<file path="src/rtl/seq_divider_if.sv">
// Start/busy/done handshake and operand/result bus for seq_divider.
interface seq_divider_if #(
  parameter int unsigned WIDTH = 8
);
  logic                 start;
  logic [2*WIDTH-1:0]   dividend;
  logic [WIDTH-1:0]     divisor;
  logic                 busy;
  logic                 done;
  logic [2*WIDTH-1:0]   quotient;
  logic [WIDTH-1:0]     remainder;
  logic                 div_by_zero;

  // Requester side: drives operands and start, observes status and results.
  modport master (
    output start, dividend, divisor,
    input  busy, done, quotient, remainder, div_by_zero
  );

  // Divider side.
  modport slave (
    input  start, dividend, divisor,
    output busy, done, quotient, remainder, div_by_zero
  );
endinterface

</file>
<file path="src/rtl/seq_divider.sv">
// Multi-cycle unsigned restoring divider, one quotient bit per clock.
// 2*WIDTH-bit dividend / WIDTH-bit divisor -> 2*WIDTH-bit quotient, WIDTH-bit remainder.
// Optional macro DIV_ZERO_CHECK_EN: a zero divisor short-circuits IDLE->DONE and
// raises div_by_zero; otherwise div_by_zero stays 0 and zero runs the full loop.
module seq_divider #(
  parameter int unsigned WIDTH = 8
) (
  input logic          clk,
  input logic          rst_n,
  seq_divider_if.slave bus
);

  localparam int unsigned QW = 2 * WIDTH;
  localparam int unsigned CW = $clog2(QW);
  localparam logic [CW-1:0] LAST = CW'(QW - 1);

`ifdef DIV_ZERO_CHECK_EN
  localparam bit ZERO_CHECK = 1'b1;
`else
  localparam bit ZERO_CHECK = 1'b0;
`endif

  typedef enum logic [1:0] {
    IDLE = 2'd0,
    BUSY = 2'd1,
    DONE = 2'd2
  } state_t;

  state_t            state_q, state_d;
  logic [QW-1:0]     q_q, q_d;
  logic [WIDTH-1:0]  d_q, d_d;
  // Partial remainder is always < divisor between iterations, so its
  // extra (WIDTH+1)th bit is zero and only the low WIDTH bits are stored.
  logic [WIDTH-1:0]  r_q, r_d;
  logic [CW-1:0]     cnt_q, cnt_d;
  logic [QW-1:0]     quo_q, quo_d;
  logic [WIDTH-1:0]  rem_q, rem_d;
  logic              dbz_q, dbz_d;
  logic              done_q, done_d;
  logic              busy_q, busy_d;

  logic [WIDTH:0]    trial;
  logic              fits;
  logic [WIDTH-1:0]  r_step;
  logic [QW-1:0]     q_step;

  // One restoring step: shift in the next dividend bit, subtract if it fits.
  assign trial  = {r_q, q_q[QW-1]};
  assign fits   = (trial >= {1'b0, d_q});
  assign r_step = fits ? WIDTH'(trial - {1'b0, d_q}) : trial[WIDTH-1:0];
  assign q_step = {q_q[QW-2:0], fits};

  // State and datapath registers.
  always_ff @(posedge clk or negedge rst_n) begin
    if (!rst_n) begin
      state_q <= IDLE;
      q_q     <= '0;
      d_q     <= '0;
      r_q     <= '0;
      cnt_q   <= '0;
      quo_q   <= '0;
      rem_q   <= '0;
      dbz_q   <= 1'b0;
      done_q  <= 1'b0;
      busy_q  <= 1'b0;
    end else begin
      state_q <= state_d;
      q_q     <= q_d;
      d_q     <= d_d;
      r_q     <= r_d;
      cnt_q   <= cnt_d;
      quo_q   <= quo_d;
      rem_q   <= rem_d;
      dbz_q   <= dbz_d;
      done_q  <= done_d;
      busy_q  <= busy_d;
    end
  end

  // Next-state, iteration and result-capture logic.
  always_comb begin
    state_d = state_q;
    q_d     = q_q;
    d_d     = d_q;
    r_d     = r_q;
    cnt_d   = cnt_q;
    quo_d   = quo_q;
    rem_d   = rem_q;
    dbz_d   = dbz_q;

    case (state_q)
      IDLE: begin
        if (bus.start) begin
          if (ZERO_CHECK && (bus.divisor == '0)) begin
            state_d = DONE;
            quo_d   = '1;
            rem_d   = bus.dividend[WIDTH-1:0];
            dbz_d   = 1'b1;
          end else begin
            state_d = BUSY;
            q_d     = bus.dividend;
            d_d     = bus.divisor;
            r_d     = '0;
            cnt_d   = '0;
          end
        end
      end
      BUSY: begin
        q_d   = q_step;
        r_d   = r_step;
        cnt_d = cnt_q + CW'(1);
        if (cnt_q == LAST) begin
          state_d = DONE;
          quo_d   = q_step;
          rem_d   = r_step;
          dbz_d   = 1'b0;
        end
      end
      DONE:    state_d = IDLE;
      default: state_d = IDLE;
    endcase

    done_d = (state_d == DONE);
    busy_d = (state_d != IDLE);
  end

  assign bus.busy        = busy_q;
  assign bus.done        = done_q;
  assign bus.quotient    = quo_q;
  assign bus.remainder   = rem_q;
  assign bus.div_by_zero = dbz_q;

endmodule

</file>
<file path="src/flat_wrapper.sv">
// flat-port wrapper written by rule: the top's interface ports become plain ports
module seq_divider_flat 
#(
  parameter int unsigned WIDTH = 8
)
  (clk, rst_n, bus_start, bus_dividend, bus_divisor, bus_busy, bus_done, bus_quotient, bus_remainder, bus_div_by_zero);
  seq_divider_if #(.WIDTH(WIDTH)) bus_i ();
  input logic clk;
  input logic rst_n;
  input wire logic [$bits(bus_i.start)-1:0] bus_start;
  input wire logic [$bits(bus_i.dividend)-1:0] bus_dividend;
  input wire logic [$bits(bus_i.divisor)-1:0] bus_divisor;
  output wire logic [$bits(bus_i.busy)-1:0] bus_busy;
  output wire logic [$bits(bus_i.done)-1:0] bus_done;
  output wire logic [$bits(bus_i.quotient)-1:0] bus_quotient;
  output wire logic [$bits(bus_i.remainder)-1:0] bus_remainder;
  output wire logic [$bits(bus_i.div_by_zero)-1:0] bus_div_by_zero;
  assign bus_i.start = bus_start;
  assign bus_i.dividend = bus_dividend;
  assign bus_i.divisor = bus_divisor;
  assign bus_busy = bus_i.busy;
  assign bus_done = bus_i.done;
  assign bus_quotient = bus_i.quotient;
  assign bus_remainder = bus_i.remainder;
  assign bus_div_by_zero = bus_i.div_by_zero;
  seq_divider #(.WIDTH(WIDTH)) u_core (.clk(clk), .rst_n(rst_n), .bus(bus_i));
endmodule
</file>
<file path="config.mk">
export PLATFORM = sky130hd
export DESIGN_NAME = seq_divider_flat
export DESIGN_NICKNAME = d
export VERILOG_FILES = /design/src/rtl/seq_divider_if.sv /design/src/rtl/seq_divider.sv /design/src/flat_wrapper.sv
export SDC_FILE = /design/constraint.sdc
export NUM_CORES = 1
export LEC_CHECK = 0
export ABC_AREA = 1
export BUFFER_PORTS_ARGS = -buffer_cell sky130_fd_sc_hd__clkbuf_2
export CORE_MARGIN = 5
export CORE_UTILIZATION = 52
export CTS_BUF_LIST = sky130_fd_sc_hd__clkbuf_8
export DETAILED_ROUTE_END_ITERATION = 12
export GPL_TIMING_DRIVEN = 0
export PLACE_DENSITY = 0.81
export SLEW_MARGIN = 20
export SYNTH_ARGS = -nofsm -noshare
export SYNTH_HDL_FRONTEND = slang
export SYNTH_SLANG_ARGS = --single-unit
</file>
<file path="constraint.sdc">
create_clock -name clk -period 1.6 [get_ports clk]
set_input_delay 0.32 -clock clk [delete_from_list [all_inputs] [get_ports clk]]
set_output_delay 0.32 -clock clk [all_outputs]
set_load 0.03 [all_outputs]
</file>
# Word-level counts from Yosys, hierarchy flattened
# Cells that the tools add are included.
# totals
input_bits	27
register_bits	64
output_inout_bits	27
# op_classes
n_reduce_logical	6
mux	10
order_cmp	1
eq_ne	4
addsub	2
# ops
operator	n
$pmux W16 S2	1
$mux W16	1
$mux W8	2
$pmux W8 S2	1
$ge A9 B8 Y1	1
$pmux W4 S2	1
$sub A8 B8 Y8	1
$reduce_and A2 Y1	3
$add A4 B1 Y4 const B	1
$eq A4 B4 Y1 const B	1
$mux W2	2
$mux W4	1
$pmux W2 S2	1
$reduce_bool A2 Y1	2
$eq A2 B1 Y1 const B	1
$eq A2 B2 Y1 const B	1
$logic_not A2 Y1	1
$ne A2 B2 Y1 const B	1

# Depth between registers and ports, before layout
# depth
ltp_word	4
mapped_depth	13
mapped_depth_nobuf	13

# Least setup slack after synthesis
# No wires, ideal clock.
# synth_timing
path_kind	register to register
start	register u_core.r_q[1]
end	register u_core.rem_q[7] (netlist: u_core.bus.remainder[7])
stages_incl_launch_ff	11
period_less_slack_ps	1632
path_buffers	0
arrival_ps	1515
slack_ps	-32
path_cell_list	dfrtp_1 ha_1 or2_4 nand3_2 nand2_2 nand2_4 nand2_8 nand2_1 nand2_1 nand2_1 nand2_1
# synth_between
elab_chain_cells	2
elab_cells_between_ends	3
classes_between	add/sub: 1; order compare: 1; mux: 1
# synth_rtl
item	line	source
start: declaration	seq_divider.sv:34	logic [WIDTH-1:0] r_q, r_d;
start signal: assignment	seq_divider.sv:70	r_q <= r_d;
$sub A8 B8 Y8 / $ge A9 B8 Y1 (equally long branches)	seq_divider.sv:50, seq_divider.sv:49	
$mux W8 *	seq_divider.sv:50	assign r_step = fits ? WIDTH'(trial - {1'b0, d_q}) : trial[WIDTH-1:0];
end signal: assignment	seq_divider.sv:73	rem_q <= rem_d;
end: declaration	seq_divider.sv:37	logic [WIDTH-1:0] rem_q, rem_d;
# Every way passes the cells marked *; elsewhere a longest branch is shown, timed or not.
# A chain may end at the register's enable or synchronous reset.

# Worst setup path after layout
# layout_timing
start	register u_core.d_q[4]
end	register u_core.r_q[7]
# layout_between
elab_chain_cells	3
elab_cells_between_ends	4
classes_between	add/sub: 1; order compare: 1; mux: 2
# layout_rtl
item	line	source
start: declaration	seq_divider.sv:31	logic [WIDTH-1:0] d_q, d_d;
start signal: assignment	seq_divider.sv:58	d_q <= '0;
start signal: assignment	seq_divider.sv:69	d_q <= d_d;
$sub A8 B8 Y8 / $ge A9 B8 Y1 (equally long branches)	seq_divider.sv:50, seq_divider.sv:49	
$mux W8 *	seq_divider.sv:50	
$pmux W8 S2 *	seq_divider.sv:91	case (state_q)
# Marked as above.

==> impl_metrics.csv <==
group,metric,value,unit
outcome,status,"complete, but fails checks",
outcome,violations,"negative setup slack",
routing,dr_wl_met2,4640,µm
power_and_ir_drop,p_per_area,2730,nW/µm²
global_routing,grt-ovfl-total,0,
synthesis,synthCells,362,
synthesis,synth.top_cell.area_share,51.6,%
routing,wl_per_cell,17.2,µm
timing,clock_skew,0.00929,ns
routing,wl_met3,624,µm
routing,ant_nets,0,
worst_setup_path,worst_path_max_delay_cell,"dfrtp_1",
routing,drt_first_iter_violations,266,
routing,top_layer_used,"met4",
timing,max_freq,548,MHz
placement,place_area,3510,µm²
synthesis,synthTopCellsByArea,"dfrtp_1, nand2_1, inv_1, ha_1, nand3_1",
global_routing,grtUsageTotal,24.5,%
timing,slew_headroom,63.8,%
power_and_ir_drop,p_switching,5.51,mW
cells_and_area,final_cells,542,
timing,fin_ws,-0.225,ns
worst_setup_path,critPathMaxStageDelay,0.39,ns
cells_and_area,diodes,0,
worst_setup_path,path_buf_inv,2,
power_and_ir_drop,irDropWorstVdd,1.36,mV
synthesis,syn_area,3110,µm²
placement,gp_congestion,0.843,
placement,dpl.cell_count,490,
timing,worstMarginPinSlew,0.543,ns
synthesis,ys_types,36,
routing,via_count,2902,
synthesis,yosys_register_bits,64,
worst_setup_path,crit_type,"reg -> reg",
synthesis,synth_edf_count,0,
cells_and_area,final_cell_area,4340,µm²
clock_tree,clock_sinks,64,
synthesis,synth.most_common_cell,"nand2_1",
global_routing,grt_pass1_wl,14000,µm
clock_tree,cts_max_level,3,
floorplan,fp.dieH,87.3,µm
worst_setup_path,path_max_fanout,3,
floorplan,core,5850,µm²
power_and_ir_drop,power.internal,6.34,mW
worst_setup_path,crit_top_cell,"nand2_1",
routing,drtPass1Iterations,4,
cells_and_area,synthToLayoutAreaGrowth,39.9,%
power_and_ir_drop,p_seq_share,25.3,%
routing,route.detailed.drc,0,
timing,slew_violations,0,
clock_tree,root_buffer,"clkbuf_8",
clock_tree,cts.clk_slew.worst_paths,0.08,ns
synthesis,synth.yosys.seq_area_share,51.6,%
clock_tree,cts_buffers,9,
timing,period_needed,1.82,ns
worst_setup_path,startpoint_type,"register",
routing,vias_per_cell,5.35,
synthesis,synth_common_cells,"nand2_1, dfrtp_1, inv_1",
placement,port_buffers,52,
power_and_ir_drop,clkPwrFrac,15.0,%
timing,finalHoldViolations,0,
clock_tree,clk_path_buf_depth,2,
worst_setup_path,crit_required,1.84,ns
synthesis,synth_nets,399,
timing,post-route-period-util,114,%
global_routing,grt_pass1_vias,3046,
floorplan,num_rows,28,
routing,wl_met1,3630,µm
placement,hpwl,5110,µm
cells_and_area,drive_gt1_share,40.7,%
routing,routed_wl,9300,µm
power_and_ir_drop,power_frac_comb,59.8,%
flow_run,cap_violations,0,
global_routing,antenna_found_initial,0,
power_and_ir_drop,leakagePower,2.28,nW
floorplan,dieWidth,87.3,µm
synthesis,yosysTopAreaCell,"dfrtp_1",
power_and_ir_drop,switching_share,46.5,%
hold_path,holdCritPathClass,"in -> reg",
timing,setup_viol_count_final,18,
placement,pre_cts_ws,-0.233,ns
floorplan,dieArea,7620,µm²
worst_setup_path,crit_family,"simple AND/OR/NAND/NOR gates",
clock_tree,clock_latency,0.36,ns
worst_setup_path,cp_cell_sequence,"inv_2 > ha_4 > buf_4 > nand2_1 > nand2_2 > a21oi_2 > nand2_1 > nand2_1 > nand2_1 > nand2_4 > nand2_4 > nand2_2 > nand2_1",
synthesis,ys_warn_count,0,
synthesis,avgSynthCellArea,8.58,µm²
synthesis,ys_async_sr_fraction,100,%
worst_setup_path,arrival,2.06,ns
floorplan,pin_count,54,
cells_and_area,nets,499,
synthesis,ys.flop_type,"dfrtp_1",
global_routing,grt_max_degree,39,
clock_tree,cts_tree,"built",
timing,rsz0062_at_grt,"yes",
floorplan,start_util,53.1,%
worst_setup_path,cp-end-kind,"register",
-- what timing repair did --
item / 4_1_cts / 5_1_grt
cloned: 2 / 0
setup buffers: 24 / 9
endpoints found under the setup margin: 32 / 32
hold endpoints to repair: 26 / 0
hold buffers: 1 / 0
pin swaps: 19 / 29
resized for setup: 42 / 34
-- power by group through the flow --
stage,clock network (mW),logic [mW],registers [mW]
final,1.77,7.08,2.99
after global routing,1.85,7.60,3.06
after CTS,1.77,6.07,2.95
after detailed placement,0,4.60,2.94
after global placement,0,4.40,2.91
after floorplan,0,2.97,3.38
-- area by class of cell --
class | instances | area, µm²
multi-input cells | 246 | 1600
plain buffers | 12 | 75.1
clock buffers | 10 | 138
well taps | 75 | 93.8
clock inverters | 6 | 116
repair buffers | 87 | 557
inverters | 42 | 160
flip-flops and latches | 64 | 1610
fillers | 385 | 1510
-- worst paths after layout --
path / start / end / slack [ns] / cells past startpoint
setup / recovery: u_core.d_q[4] / u_core.r_q[7] / -0.22 / 13
hold / removal: bus_dividend[9] / u_core.q_q[9] / 0.18 / 3
setup reg to reg: u_core.d_q[4] / u_core.r_q[7] / -0.22 / 13
hold reg to reg: u_core.bus.quotient[9] / u_core.bus.quotient[9] / 0.48 / 2
max in group asynchronous: rst_n / u_core.r_q[4] / 0.61 / 3
min in group asynchronous: rst_n / u_core.d_q[5] / 0.45 / 2
-- cell usage in the layout, fill, tap and decap left out, types with 2 or more instances in the layout --
cell type / synthesis / layout
o21ai_1: 3 / 3
nor2_1: 15 / 14
buf_12: 0 / 2
clkbuf_4: 0 / 3
clkbuf_1: 3 / 3
nand3_2: 1 / 9
nand3_1: 20 / 11
a21oi_1: 10 / 9
nand2_8: 1 / 3
clkinv_4: 0 / 3
inv_1: 37 / 25
clkbuf_8: 0 / 10
nand2_4: 3 / 9
dfrtp_1: 64 / 61
buf_6: 1 / 2
buf_2: 7 / 3
o21ai_0: 13 / 13
clkbuf_2: 0 / 51
inv_2: 4 / 15
nand3_4: 1 / 2
nand3b_1: 4 / 4
ha_4: 0 / 8
o221ai_1: 2 / 2
dfrtp_2: 0 / 3
a22oi_1: 13 / 13
nor2_4: 3 / 5
bufinv_16: 0 / 3
nand2_2: 1 / 17
buf_4: 1 / 34
nand2_1: 131 / 109
-- cells by family (layout without fill, tap and decap cells) --
family                     count (synthesis)  in the layout  share of synthesized area (%)
muxes                                      1              1                          0.363
adders and majority gates                 10             10                           4.27
other                                      1              1                          0.121
xor gates and xnor gates                   4              4                           1.13
buffers and inverters                     54            157                           7.17
and+or+nand+nor                          184            186                           26.8
DFF                                       64             64                           51.6
AOI/OAI and AO/OA                         44             44                           8.62
-- through the flow --
step | hold slack [ns] | power [mW] | setup TNS [ns] | utilization, %
6_report | 0.176 | 11.8 | -2.87 | 74.3
4_1_cts | 0.173 | 10.8 | -1.01 | 71.4
3_5_place_dp | 0.289 | 7.54 | -3.60 | 60.0
3_3_place_gp | 0.456 | 7.31 | -12.87 | 59.6
2_1_floorplan | 0.0244 | 6.35 | 0 | -
5_1_grt | 0.166 | 12.5 | -4.00 | 74.3
-- worst reg2reg max path: cells and delay by family (launching register included) --
kind / cells / cell delay (ns)
AO/OA/AOI/OAI: 1 / 0.17
AND/OR/NAND/NOR: 9 / 0.70
buffers and inverters: 2 / 0.24
flip-flops: 1 / 0.39
adder cells (fa/ha/maj): 1 / 0.22
-- routing by layer --
metal,vias to the layer above,track usage [%]
met4,0,16.0
li1,1350,-
met2,118,41.0
met3,44,5.77
met1,1390,27.7
met5,-,0
-- registers in the layout, summed over array words and instances, names as in the netlist --
| name | count |
|---|---|
| u_core.state_q | 2 |
| u_core.bus.remainder | 8 |
| u_core.bus.busy | 1 |
| u_core.q_q | 16 |
| u_core.r_q | 8 |
| u_core.d_q | 8 |
| u_core.bus.quotient | 16 |
| u_core.bus.done | 1 |
| u_core.cnt_q | 4 |
(Power assumes the default switching activity.)
